## config.mk

```make
export PLATFORM = sky130hd
export DESIGN_NAME = imem_responder_flat
export DESIGN_NICKNAME = d
export VERILOG_FILES = /design/src/rtl/imem_pkg.sv /design/src/rtl/imem_responder_if.sv /design/src/rtl/imem_array.sv /design/src/rtl/imem_responder.sv /design/src/flat_wrapper.sv
export SDC_FILE = /design/constraint.sdc
export NUM_CORES = 2
export LEC_CHECK = 0
export BUFFER_PORTS_ARGS = -buffer_cell sky130_fd_sc_hd__buf_2
export CAP_MARGIN = 20
export CORE_MARGIN = 1.5
export CORE_UTILIZATION = 30
export DETAILED_ROUTE_END_ITERATION = 10
export SKIP_CTS_REPAIR_TIMING = 1
export SKIP_LAST_GASP = 1
export SYNTH_ARGS = -nofsm -noshare
export SYNTH_HDL_FRONTEND = slang
export SYNTH_SLANG_ARGS = --single-unit
```

## constraint.sdc

```tcl
create_clock -name clk -period 5.1 [get_ports clk]
set_clock_uncertainty 0.1 [all_clocks]
set_input_delay 0.51 -clock clk [delete_from_list [all_inputs] [get_ports clk]]
set_output_delay 0.51 -clock clk [all_outputs]
set_load 0.1 [all_outputs]
```

## src/rtl/imem_pkg.sv

```systemverilog
// Shared types, defaults and address-decode helpers for the instruction-memory responder.
package imem_pkg;

  localparam int unsigned IMEM_DEPTH   = 64;
  localparam int unsigned IMEM_LATENCY = 2;
  localparam int unsigned WORD_W       = 32;

  typedef enum logic [1:0] {
    IDLE,
    WAIT,
    RESP
  } imem_state_t;

  typedef struct packed {
    logic              err;
    logic [WORD_W-1:0] data;
  } imem_rsp_t;

  // Word index of a byte address; caller truncates to the array index width.
  function automatic logic [31:0] imem_word_idx(input logic [31:0] addr, input int unsigned depth);
    return (addr >> 2) & (depth - 32'd1);
  endfunction

  // Misaligned, or beyond the last word (compared in words to avoid 4*depth overflow).
  function automatic logic imem_addr_err(input logic [31:0] addr, input int unsigned depth);
    return (addr[1:0] != 2'b00) || ((addr >> 2) >= depth);
  endfunction

endpackage

```

## src/rtl/imem_responder_if.sv

```systemverilog
// Fetch request/response handshake plus program loader port.
interface imem_responder_if import imem_pkg::*; #(
  parameter int unsigned DEPTH = IMEM_DEPTH
);
  localparam int unsigned AW = $clog2(DEPTH);

  logic              req_valid;
  logic              req_ready;
  logic [31:0]       req_addr;
  logic              rsp_valid;
  logic              rsp_ready;
  logic [WORD_W-1:0] rsp_data;
  logic              rsp_err;
  logic              load_en;
  logic [AW-1:0]     load_addr;
  logic [WORD_W-1:0] load_data;

  modport master (
    output req_valid, req_addr, rsp_ready, load_en, load_addr, load_data,
    input  req_ready, rsp_valid, rsp_data, rsp_err
  );

  modport slave (
    input  req_valid, req_addr, rsp_ready, load_en, load_addr, load_data,
    output req_ready, rsp_valid, rsp_data, rsp_err
  );

endinterface

```

## src/rtl/imem_array.sv

```systemverilog
// DEPTH x 32 program storage: one synchronous write port, one combinational read port.
module imem_array import imem_pkg::*; #(
  parameter  int unsigned DEPTH = IMEM_DEPTH,
  localparam int unsigned AW    = $clog2(DEPTH)
) (
  input  logic              clk,
  input  logic              we_i,
  input  logic [AW-1:0]     waddr_i,
  input  logic [WORD_W-1:0] wdata_i,
  input  logic [AW-1:0]     raddr_i,
  output logic [WORD_W-1:0] rdata_o
);

  logic [WORD_W-1:0] mem_q [DEPTH];

  // Contents deliberately survive reset.
  always_ff @(posedge clk) begin
    if (we_i) mem_q[waddr_i] <= wdata_i;
  end

  assign rdata_o = mem_q[raddr_i];

endmodule

```

## src/rtl/imem_responder.sv

```systemverilog
// Single-outstanding instruction fetch responder with fixed LATENCY and back-pressure.
module imem_responder import imem_pkg::*; #(
  parameter int unsigned DEPTH   = IMEM_DEPTH,
  parameter int unsigned LATENCY = IMEM_LATENCY
) (
  input logic            clk,
  input logic            reset,
  imem_responder_if.slave bus
);

  localparam int unsigned AW = $clog2(DEPTH);
  localparam int unsigned CW = $clog2(LATENCY + 1);

  imem_state_t       state_q, state_d;
  logic [CW-1:0]     cnt_q, cnt_d;
  imem_rsp_t         rsp_q, rsp_d;
  logic              req_ready_c;
  logic              accept_c;
  logic [AW-1:0]     ridx;
  logic [WORD_W-1:0] rdata;

  assign ridx = AW'(imem_word_idx(bus.req_addr, DEPTH));

  imem_array #(.DEPTH(DEPTH)) u_array (
    .clk     (clk),
    .we_i    (bus.load_en),
    .waddr_i (bus.load_addr),
    .wdata_i (bus.load_data),
    .raddr_i (ridx),
    .rdata_o (rdata)
  );

  always_ff @(posedge clk or negedge reset) begin
    if (!reset) begin
      state_q <= IDLE;
      cnt_q   <= '0;
      rsp_q   <= '0;
    end else begin
      state_q <= state_d;
      cnt_q   <= cnt_d;
      rsp_q   <= rsp_d;
    end
  end

  always_comb begin
    state_d = state_q;
    unique case (state_q)
      IDLE: if (accept_c) state_d = (LATENCY == 1) ? RESP : WAIT;
      WAIT: if (cnt_q == CW'(LATENCY - 1)) state_d = RESP;
      RESP: begin
        if (accept_c)           state_d = (LATENCY == 1) ? RESP : WAIT;
        else if (bus.rsp_ready) state_d = IDLE;
      end
      default: state_d = IDLE;
    endcase
  end

  // The array is sampled at accept so later loads cannot disturb an in-flight response.
  always_comb begin
    req_ready_c = reset && ((state_q == IDLE) || ((state_q == RESP) && bus.rsp_ready));
    accept_c    = bus.req_valid && req_ready_c;
    cnt_d       = cnt_q;
    rsp_d       = rsp_q;
    if (accept_c) begin
      cnt_d      = CW'(1);
      rsp_d.err  = imem_addr_err(bus.req_addr, DEPTH);
      rsp_d.data = rsp_d.err ? '0 : rdata;
    end else if (state_q == WAIT) begin
      cnt_d = cnt_q + CW'(1);
    end
  end

  assign bus.req_ready = req_ready_c;
  assign bus.rsp_valid = (state_q == RESP);
  assign bus.rsp_data  = rsp_q.data;
  assign bus.rsp_err   = rsp_q.err;

endmodule

```

## src/flat_wrapper.sv

```systemverilog
// flat-port wrapper written by rule: the top's interface ports become plain ports
module imem_responder_flat import imem_pkg::*;
#(
  parameter int unsigned DEPTH   = IMEM_DEPTH,
  parameter int unsigned LATENCY = IMEM_LATENCY
)
  (clk, reset, bus_req_valid, bus_req_addr, bus_rsp_ready, bus_load_en, bus_load_addr, bus_load_data, bus_req_ready, bus_rsp_valid, bus_rsp_data, bus_rsp_err);
  imem_responder_if #(.DEPTH(DEPTH)) bus_i ();
  input logic clk;
  input logic reset;
  input wire logic [$bits(bus_i.req_valid)-1:0] bus_req_valid;
  input wire logic [$bits(bus_i.req_addr)-1:0] bus_req_addr;
  input wire logic [$bits(bus_i.rsp_ready)-1:0] bus_rsp_ready;
  input wire logic [$bits(bus_i.load_en)-1:0] bus_load_en;
  input wire logic [$bits(bus_i.load_addr)-1:0] bus_load_addr;
  input wire logic [$bits(bus_i.load_data)-1:0] bus_load_data;
  output wire logic [$bits(bus_i.req_ready)-1:0] bus_req_ready;
  output wire logic [$bits(bus_i.rsp_valid)-1:0] bus_rsp_valid;
  output wire logic [$bits(bus_i.rsp_data)-1:0] bus_rsp_data;
  output wire logic [$bits(bus_i.rsp_err)-1:0] bus_rsp_err;
  assign bus_i.req_valid = bus_req_valid;
  assign bus_i.req_addr = bus_req_addr;
  assign bus_i.rsp_ready = bus_rsp_ready;
  assign bus_i.load_en = bus_load_en;
  assign bus_i.load_addr = bus_load_addr;
  assign bus_i.load_data = bus_load_data;
  assign bus_req_ready = bus_i.req_ready;
  assign bus_rsp_valid = bus_i.rsp_valid;
  assign bus_rsp_data = bus_i.rsp_data;
  assign bus_rsp_err = bus_i.rsp_err;
  imem_responder #(.DEPTH(DEPTH), .LATENCY(LATENCY)) u_core (.clk(clk), .reset(reset), .bus(bus_i));
endmodule
```

== Word-level counts from Yosys, hierarchy flattened ==
Memory sizes are Yosys's and may differ from the RTL's.
Cells that the tools add are included.
Operators by class
  muxes and demuxes: 10
  reductions and logical operators: 9
  magnitude comparators: 1
  eq/ne operators: 6
  $add $sub $neg: 1
Operators by type and width (number)
  $mux W32: 1
  $ge A30 B7 Y1 const B: 1
  $mux W2: 6
  $pmux W2 S3: 1
  $eq A2 B1 Y1 const B: 2
  $ne A2 B1 Y1 const B: 2
  $reduce_bool A2 Y1: 2
  $logic_and A1 B1 Y1: 3
  $ne A3 B2 Y1 const B: 1
  $reduce_and A3 Y1: 1
  $add A2 B1 Y2 const B: 1
  $eq A2 B2 Y1 const B: 1
  $logic_not A2 Y1: 1
  $logic_or A1 B1 Y1: 2
  $mux W1: 2
Word-level totals
  register bits: 37
  memories: 1
  logic and storage cells: 32
  memory bits (writable): 2048
Memory list
  u_core.u_array.mem_q: words 64, width 32, rd ports 1, clocked after Yosys merged registers in 0, wr ports 1, RTL line imem_array.sv:14  | logic [WORD_W-1:0] mem_q [DEPTH];

== Depth between registers and ports, before layout ==
  depth after elaboration: 7
  mapped depth: 11
  mapped depth without buffers: 6

== Modules after synthesis ==
From an unflattened synthesis, not the netlist that was laid out.
Second synthesis, totals
  cell total of the unflattened synthesis: 3396
  area total of the unflattened synthesis: 79347.4 µm²
By module, submodules not included
  imem_array: cells each 3292, area an instance 77874.7 µm², times used 1
  imem_responder: cells each 104, area an instance 1472.7 µm², times used 1

== Least setup slack after synthesis ==
Ideal clock, no wire load.
  kind: in2reg
  start: in bus_load_addr[5]
  end: mem u_core.u_array.mem_q[48][0] (enable)
  path slack: 1.152 ns
  stages: 4
  library setup time: 0.461 ns
  arrival time: 3.387 ns
  path through: clkbuf_1 -> nand3_1 -> or3_1 -> nor3_1
RTL lines
  from (decl): RTL line flat_wrapper.sv:15  | input wire logic [$bits(bus_i.load_addr)-1:0] bus_load_addr;
  to (decl): RTL line imem_array.sv:14
No word-level cell before the write port.

== Worst setup path in the final report ==
  start: in reset
  end: out bus_req_ready
On the way
  longest elaborated chain between the ends: 1
RTL lines
  from (decl): RTL line flat_wrapper.sv:10  | input logic reset;
  $logic_and A1 B1 Y1: RTL line imem_responder.sv:60  | req_ready_c = reset && ((state_q == IDLE) || ((state_q == RESP) && bus.rsp_ready));
  to (decl): RTL line flat_wrapper.sv:17  | output wire logic [$bits(bus_i.req_ready)-1:0] bus_req_ready;
No other way between the ends.

==> impl_metrics.toml <==
[cells_and_area]
drive_gt1_share_pct = 25.8
nets = 3943
fin_area_um2 = 92000
area_growth_pct = 15.4
fillers = 24500

[synthesis]
synthFlopType = "edfxtp_1"
yosys_warnings = 0
synth.avg_cell_area_um2 = 22.2
syn-cell-area_um2 = 79700
synth_cells = 3597
synth_top_area_share_pct = 77.1
synth-async-reset-ratio_pct = 1.77
synth_fp_nets = 3673
ys_top_cells_by_count = "edfxtp_1 (2,048), mux4_2 (392), mux2i_1 (237), o22ai_1 (179), buf_2 (93)"
yosysTopAreaCell = "edfxtp_1"
yosysSeqAreaShare_pct = 78.3
yosysMostFrequentCell = "edfxtp_1"
synth_edf_count = 2048
synth_cell_types = 50
synth_area_leaders = "edfxtp_1 (77%), mux4_2 (11%), mux2i_1 (3.0%)"
ys_ff_latch = 2085

[global_routing]
grt_pass1_wl_um = 295000
grt_max_degree = 94
antenna_found_initial = 19
grt.total_usage_pct = 15.3
grt_pass1_vias = 38500
grt_overflow = 0

[clock_tree]
cts_htree_levels = 4
tritoncts = "yes"
cts_sinks = 2085
clk_pin_slew_ns = 0.06
clkLatencyLatePin_ns = 0.86
clockBufferDepth = 3
cts-root-buf = "clkbuf_16"
cts_buffers = 205

[die]
coreArea_um2 = 265000
initial_core_util_pct = 30.1
die_h_um = 519
ioPinCount = 110
rows = 189
fp.dieArea_um2 = 269000
die_w_um = 519

[power_and_ir_drop]
leakagePower_nw = 28.9
finalPower_mw = 35.6
p_per_area_nw_per_um2 = 386
peakVddDrop_mv = 0.301

[critical_path]
cp.arrival_ns = 2.42
path_class = "in -> out"
r2r_end = "u_core.bus.rsp_data[16]"
r2r_slack_ns = 2.38
cp-endpoint = "bus_req_ready"
startpoint = "reset"
r2r-start = "u_core.state_q[1]"
cp.required_ns = 4.49
endpoint_kind = "output port"
r2r_cells = 5
crit_path_start_kind = "input port"
critPathMaxFanout = 39

[min_path]
hp-start = "bus_req_addr[19]"
hold_path.class = "in -> reg"

[routing]
wl_per_cell_um = 27.6
vias = 37900
drtPass1Iterations = 6
first_iter_violations = 4092
ant_nets = 0
wirelength_um = 209000
drc = 0
viasPerCell = 5.01

[timing]
timing.fmax_mhz = 330
final_max_slew_viol_count = 0
slew_headroom_pct = 25.7
setup_violations = 0
fin_crit_ns = 3.03
rsz0062_at_grt = "false"
post-route-period-util_pct = 59.5
final_hold_viol_count = 0
tightest_slew_ns = 1.11
final.setup.tns_ns = 0

[run_status]
status = "complete, no violations"

[job]
max_cap_violations = 0

[placement]
dp_hpwl_um = 124000
io_buffers = 109
post_dp_cell_area_um2 = 85300
place.gp.congestion = 0.880
-- state kept, by name, summed over array words and instances (netlist names) --
name,count
u_core.bus.rsp_err,1
u_core.u_array.mem_q,2048
u_core.bus.rsp_data,32
u_core.cnt_q,2
u_core.state_q,2
-- power breakdown --
| part | internal [mW] | switching (mW) | total (mW) |
|---|---|---|---|
| sequential | 18.9 | 0.0363 | 19.0 |
| clock | 8.22 | 6.52 | 14.7 |
| combinational | 0.610 | 1.24 | 1.85 |
-- cells in the final DEF (no fill, tap or decap), types with 41 or more instances in the layout --
cell       netlist  final
a21oi_1         57     57
buf_2           93    105
buf_4           26    133
clkbuf_1        36     49
clkbuf_16        0    205
clkinv_1         0     41
edfxtp_1      2048   2048
mux2i_1        237    237
mux4_2         392    392
nand2_1         65     65
nor2_4           0     62
o22ai_1        179    179
-- per-layer routing --
metal	vias up	global-route usage, %	wire length [um]
met4	4	5.49	7310
li1	15800	-	-
met5	-	0	26
met3	302	2.72	13300
met2	1404	25.5	103000
met1	20400	20.0	85000
-- cell families after synthesis --
kind of cell / count (synthesis) / synth area share, %
AO/OA/AOI/OAI: 338 / 2.77
XOR/XNOR: 1 / 0.0110
adder cells (fa/ha/maj): 1 / 0.0157
buffers and inverters: 209 / 1.65
flip-flops: 2085 / 78.3
multiplexers: 685 / 15.6
AND/OR/NAND/NOR: 278 / 1.71
-- cell type report --
cell class	count	area, um^2	share of cell area [%]
multi-input combinational	1303	16500	17.9
antenna	4	10.0	0.0109
clock inverter	112	1130	1.22
inverter	4	15.0	0.0163
tap	3533	4420	4.80
clock buffer	267	5490	5.97
timing repair buffer	268	2060	2.24
sequential	2085	62400	67.8
-- worst min-delay path by stage --
stage / to / slack [ns] / cells past startpoint
6_report: u_core.bus.rsp_err / 0.12 / 5
3_3_place_gp: u_core.state_q[0] / 0.38 / 1
5_1_grt: u_core.bus.rsp_err / 0.09 / 5
4_1_cts: u_core.cnt_q[1] / -0.40 / 2
2_1_floorplan: u_core.bus.rsp_data[0] / 0.11 / 0
3_5_place_dp: u_core.state_q[0] / 0.39 / 1
-- worst max-delay path: stages --
cell	delay, ns
dlygate4sd3_1	0.52
buf_2	0.10
buf_4	0.49
nor3b_1	0.32
buf_2	0.48
-- stage by stage --
stage          hold WS (ns)  worst slack (ns)  std cells  utilization [%]
3_3_place_gp          0.383              1.22       7186             32.2
6_report              0.121              2.07       7576             34.7
2_1_floorplan         0.114              1.15       3597                -
3_5_place_dp          0.389              1.17       7186             32.2
4_1_cts              -0.395              2.08       7565             34.7
5_1_grt              0.0867              1.91       7572             34.7
Note: power is estimated with default switching activity, not from simulation.
